==> src/rtl/fetch_stage_pkg.sv <==
// Shared fetch-stage definitions: FSM state encodings, default bubble word,
// flush counter width and a saturating increment helper.
package fetch_stage_pkg;

   typedef enum logic [1:0] {
      ST_BOOT  = 2'd0,
      ST_RUN   = 2'd1,
      ST_FLUSH = 2'd2
   } fetch_state_t;

   localparam logic [31:0] DEFAULT_NOP = 32'd0;
   localparam int          FLUSH_CNT_W = 4;

   function automatic logic [31:0] sat_inc32(input logic [31:0] v);
      return (v == 32'hFFFF_FFFF) ? v : v + 32'd1;
   endfunction

endpackage

==> src/rtl/fetch_stage_pc_next_sel.sv <==
// Next-PC priority mux: redirect target, then stall hold, then state hold
// (BOOT/FLUSH), otherwise sequential PC+1.
module pc_next_sel (
   input  logic [31:0] i_pc,
   input  logic        i_redirect_valid,
   input  logic [31:0] i_redirect_pc,
   input  logic        i_stall,
   input  logic        i_hold,
   output logic [31:0] o_pc_next
);

   always_comb begin
      o_pc_next = i_pc + 32'd1;
      if (i_redirect_valid) begin
         o_pc_next = i_redirect_pc;
      end else if (i_stall || i_hold) begin
         o_pc_next = i_pc;
      end
   end

endmodule

==> src/rtl/fetch_stage_register.sv <==
// Generic enabled register with asynchronous active-high reset to a
// parameterised value; holds the fetch PC.
module register #(
   parameter int           W       = 32,
   parameter logic [W-1:0] RST_VAL = '0
) (
   input  logic         clock,
   input  logic         reset,
   input  logic         i_en,
   input  logic [W-1:0] i_d,
   output logic [W-1:0] o_q
);

   logic [W-1:0] r_q;

   always_ff @(posedge clock or posedge reset) begin
      if (reset) begin
         r_q <= RST_VAL;
      end else if (i_en) begin
         r_q <= i_d;
      end
   end

   assign o_q = r_q;

endmodule

==> src/rtl/fetch_stage.sv <==
// Instruction fetch stage: PC ownership, imem addressing, stall/redirect handling
// and NOP bubble injection. Define FETCH_PERF_CNT_EN to add stall/flush counters.
module fetch_stage
   import fetch_stage_pkg::*;
#(
   parameter logic [31:0] RESET_PC    = 32'd0,
   parameter int          ADDR_W      = 12,
   parameter int          FLUSH_DEPTH = 1,
   parameter logic [31:0] NOP_INST    = DEFAULT_NOP
) (
   input  logic              clock,
   input  logic              reset,
   input  logic              stall_in,
   input  logic              redirect_valid,
   input  logic [31:0]       redirect_pc,
   output logic [ADDR_W-1:0] address_imem,
   input  logic [31:0]       q_imem,
   output logic [31:0]       pc_out,
   output logic [31:0]       inst_out,
   output logic              fd_en
`ifdef FETCH_PERF_CNT_EN
   ,
   output logic [31:0]       stall_cnt,
   output logic [31:0]       flush_cnt
`endif
);

   localparam logic [FLUSH_CNT_W-1:0] FLUSH_LOAD = FLUSH_CNT_W'(FLUSH_DEPTH);

   fetch_state_t            r_state;
   logic [FLUSH_CNT_W-1:0]  r_flush_left;
   logic [31:0]             w_pc;
   logic [31:0]             w_pc_next;
   logic                    w_hold;
   logic                    w_bubble;

   // PC only advances in RUN; BOOT and FLUSH sit on the current/target address.
   assign w_hold = (r_state != ST_RUN);

   pc_next_sel u_pc_next_sel (
      .i_pc             (w_pc),
      .i_redirect_valid (redirect_valid),
      .i_redirect_pc    (redirect_pc),
      .i_stall          (stall_in),
      .i_hold           (w_hold),
      .o_pc_next        (w_pc_next)
   );

   register #(
      .W       (32),
      .RST_VAL (RESET_PC)
   ) u_pc_reg (
      .clock (clock),
      .reset (reset),
      .i_en  (1'b1),
      .i_d   (w_pc_next),
      .o_q   (w_pc)
   );

   always_ff @(posedge clock or posedge reset) begin
      if (reset) begin
         r_state      <= ST_BOOT;
         r_flush_left <= '0;
      end else if (redirect_valid) begin
         r_state      <= (FLUSH_DEPTH == 0) ? ST_RUN : ST_FLUSH;
         r_flush_left <= FLUSH_LOAD;
      end else if (!stall_in) begin
         case (r_state)
            ST_BOOT: r_state <= ST_RUN;
            ST_FLUSH: begin
               if (r_flush_left <= FLUSH_CNT_W'(1)) begin
                  r_state      <= ST_RUN;
                  r_flush_left <= '0;
               end else begin
                  r_flush_left <= r_flush_left - FLUSH_CNT_W'(1);
               end
            end
            default: r_state <= ST_RUN;
         endcase
      end
   end

   // Address depends on the PC register alone, never on stall/redirect inputs.
   assign address_imem = w_pc[ADDR_W-1:0];
   assign pc_out       = w_pc + 32'd1;
   assign w_bubble     = redirect_valid | w_hold;
   assign inst_out     = w_bubble ? NOP_INST : q_imem;
   assign fd_en        = reset | ~stall_in | redirect_valid;

`ifdef FETCH_PERF_CNT_EN
   logic [31:0] r_stall_cnt;
   logic [31:0] r_flush_cnt;
   logic        w_flush_bubble;

   // Bubbles that reach the latch: the redirect cycle itself or an unstalled FLUSH cycle.
   assign w_flush_bubble = redirect_valid | ((r_state == ST_FLUSH) & ~stall_in);

   always_ff @(posedge clock or posedge reset) begin
      if (reset) begin
         r_stall_cnt <= '0;
         r_flush_cnt <= '0;
      end else begin
         if (stall_in && !redirect_valid) begin
            r_stall_cnt <= sat_inc32(r_stall_cnt);
         end
         if (w_flush_bubble) begin
            r_flush_cnt <= sat_inc32(r_flush_cnt);
         end
      end
   end

   assign stall_cnt = r_stall_cnt;
   assign flush_cnt = r_flush_cnt;
`endif

endmodule

==> config.mk <==
export PLATFORM = sky130hd
export DESIGN_NAME = fetch_stage
export DESIGN_NICKNAME = d
export VERILOG_FILES = /design/src/rtl/fetch_stage_pkg.sv /design/src/rtl/fetch_stage_pc_next_sel.sv /design/src/rtl/fetch_stage_register.sv /design/src/rtl/fetch_stage.sv
export SDC_FILE = /design/constraint.sdc
export NUM_CORES = 1
export LEC_CHECK = 0
export BUFFER_PORTS_ARGS = -buffer_cell sky130_fd_sc_hd__buf_2
export CORE_MARGIN = 5
export CORE_UTILIZATION = 49
export DETAILED_ROUTE_END_ITERATION = 16
export PLACE_DENSITY = 0.83
export SYNTH_ARGS = -nofsm -noshare
export SYNTH_HDL_FRONTEND = slang
export SYNTH_HIERARCHICAL = 1
export SYNTH_SLANG_ARGS = --single-unit
==> constraint.sdc <==
create_clock -name clock -period 2.8 [get_ports clock]
set_input_delay 0.42 -clock clock [delete_from_list [all_inputs] [get_ports clock]]
set_output_delay 0.42 -clock clock [all_outputs]
set_load 0.03 [all_outputs]
==> impl_metrics.yaml <==
status:
  status: "completed"
synthesis:
  synth_compound_area_frac: 0.107
  yosys.area_share.simple: 0.307
  syn_nets: 484
  yosysSeqAreaShare: 0.270
  synthFlopType: "dfrtp_1"
  yosys.area_share.adder: 0.0142
  muxShareOfSynthArea: 0.137
  synth.distinct_cells: 43
  async_reset_ff_frac: 1.00
  synth_edf_count: 0
  synth_xor_area_frac: 0.107
  syn_area_um2: 3520
  syn_inst: 412
  yosys_warnings: 6
  synth_area_per_cell_um2: 8.55
  synth_top_family_by_area: "simple AND/OR/NAND/NOR gates"
  yosys_register_bits: 38
placement:
  dp_hpwl_mm: 8.16
  dp_slack_ps: 184
  gp_congestion: 0.839
  io_buffers: 144
  numPlacedInstances: 650
setup_path:
  crit_chain: "buf_4 -> nand4_1 -> or4_4 -> nor3_1 -> xor2_1 -> buf_2"
  cp_max_fo: 9
  crit_type: "flop to primary output"
  max_stage_delay_ps: 670
  crit_path_end_kind: "primary output"
  path_depth: 6
  r2r_cells: 8
  crit_family: "simple AND/OR/NAND/NOR gates"
  startpoint_type: "flop"
  crit_slowest_cell: "or4_4"
  critPathRequiredTime_ps: 2380
  arrival_ps: 2320
  path_buf_inv: 2
sta:
  max_slew_margin: 0.421
  setup_viol: 0
  layout_setup_ws_ps: 60.8
  drv_slew: 0
  min_period_ps: 2740
  fin_hold_ws_ps: 59.9
  fmax_ghz: 0.365
  min_period_over_period: 0.978
  hold_violations: 0
  clock-skew-final_ps: 13.9
  tightestPinTransition_ps: 868
finish:
  final_util: 0.640
  layout-drive-gt1-share: 0.402
  areaGrowthSynthToFinish_pct: 29.7
  fin_nets: 631
  stdcell_count: 660
drt:
  drt-total-wl_mm: 10.9
  dr.pass1.iters: 5
  drt_iter0_markers: 196
  vias: 3777
  avgRoutedWirePerCell_um: 16.4
  ant_nets: 0
  viasPerCell: 5.72
  drc: 0
grt:
  grt_util_all_layers: 0.238
  antenna_found_initial: 1
  grt_pass1_wl_mm: 17.0
  grt_max_degree: 36
  grt_pass1_vias: 3689
  grt_remaining_overflow: 0
pwr:
  power.leakage_nw: 2.11
  max-vdd-ir-drop_uv: 311
  power_density_nw_per_um2: 512
cts:
  clk_root_buffer_cell: "clkbuf_8"
  clkTransAtPathRegs_ps: 80
  holdBufCountCts: 0
  clk_latency_ps: 300
  numCtsBuffers: 5
  cts_buffer_depth: 2
  cts_tree: "done"
  h-tree-depth: 2
  cts.sinks: 38
floorplanning:
  die_h_um: 94.8
  initial_utilization: 0.494
  rows: 31
  fp.dieW_um: 94.8
  io_pins: 145
  dieArea_um2: 8980
  core-area_um2: 7140
job:
  drv_cap: 0
worst_hold_path:
  hold_path.class: "input port to asynchronous set/reset pin"
==> metrics by stage <==
stage / total power [W] / setup TNS (ps) / cell area [µm²]
CTS: 0.00233 / 0 / 4510
detailed placement: 0.00174 / 0 / 4360
finish: 0.00234 / 0 / 4570
global placement: 0.00171 / 0 / 4360
floorplan: 0.00144 / 0 / 3520
global route: 0.00246 / -177 / 4570
==> placed cells by master (no fill, tap or decap), types with 7 or more instances in the layout <==
cell type,netlist,final
xor2_1,19,19
o21ai_0,17,17
dfrtp_2,0,7
nor3_1,11,7
o31ai_1,16,16
a31oi_1,17,17
inv_1,14,14
mux2_4,30,30
nor2_1,32,32
xnor2_1,24,24
buf_2,2,143
nand2_1,35,35
buf_4,0,19
or4_1,21,19
nand3_1,23,23
dfrtp_1,38,31
and2_1,32,32
nand4_1,16,16
==> sequential cells by signal (all words and copies together) (netlist names) <==
register      count
r_flush_left      4
u_pc_reg/o_q     32
r_state           2
==> final cells by class <==
class                           instances  area, µm²
Tap cell                               99        124
Antenna cell                            1       2.50
Inverter                               15       56.3
Sequential cell                        38        960
Timing Repair Buffer                  163        866
Fill cell                             644       2570
Clock inverter                          2       60.1
Multi-Input combinational cell        336       2420
Clock buffer                            6       82.6
==> cell families after synthesis <==
family,Yosys count
mux,33
fa+ha+maj,4
flops,38
buf+inv,38
other cells,1
compound gates,59
simple gates,196
xor+xnor,43
==> worst paths after layout <==
| kind | start | endpoint | slack, ps |
|---|---|---|---|
| worst max-delay path | u_pc_reg/o_q[0]$_DFFE_PP0P_ | pc_out[27] | 60 |
| worst min-delay path | reset | r_state[0]$_DFFE_PP0P_ | 60 |
| worst max register to register | r_state[1]$_DFFE_PP0P_ | u_pc_reg/o_q[26]$_DFFE_PP0P_ | 140 |
| worst min register to register | r_state[1]$_DFFE_PP0P_ | r_state[1]$_DFFE_PP0P_ | 500 |
| max in group asynchronous | reset | u_pc_reg/o_q[3]$_DFFE_PP0P_ | 1760 |
| min in group clock | redirect_pc[15] | u_pc_reg/o_q[15]$_DFFE_PP0P_ | 480 |
==> Yosys cell counts, types with 2 or more instances <==
master    count  area share
dfrtp_1      38        0.27
nand2_1      35       0.037
and2_1       32       0.057
nor2_1       32       0.034
mux2_4       30        0.13
xnor2_1      24       0.060
nand3_1      23       0.033
or4_1        21       0.045
xor2_1       19       0.047
a31oi_1      17       0.030
o21ai_0      17       0.024
clkbuf_1     16       0.017
nand4_1      16       0.028
o31ai_1      16       0.034
inv_1        14       0.015
nor3_1       11       0.016
nor4_1        6       0.011
or3_1         5      0.0089
and4_1        4      0.0099
ha_1          4       0.014
a21oi_1       3      0.0043
and3_1        3      0.0053
buf_12        3       0.017
buf_2         2      0.0028
mux2_2        2      0.0064
o21bai_1      2      0.0043
==> worst reg2reg max path, stage by stage (launching register included) <==
cell and delay (ps):
dfrtp_1 390, inv_1 80, nand2_1 110, or3b_4 440, or4_1 510, buf_4 210, or4_1 520, a31oi_1 190
mux2_4 170
==> repair_timing <==
action,CTS,global route
endpoints found under the setup margin,8,11
pin swaps,0,2
buffers inserted,0,1
resized for setup,5,12
cloned,0,0
==> routing by layer <==
metal / GRT usage / vias to the layer above / routed length, µm
met5: 0 / - / 0
met2: 0.442 / 199 / 5680
met3: 0.0518 / 23 / 892
met4: 0.0661 / 0 / 172
li1: - / 1785 / -
met1: 0.272 / 1770 / 4110
==> power by group <==
| part | internal, W | total (W) | switching (W) |
|---|---|---|---|
| registers | 0.000632 | 0.000798 | 0.000167 |
| logic | 0.000389 | 0.000959 | 0.000569 |
| clock network | 0.000380 | 0.000585 | 0.000205 |
| total | 0.00140 | 0.00234 | 0.000941 |
Note: power is estimated with default switching activity, not from simulation.
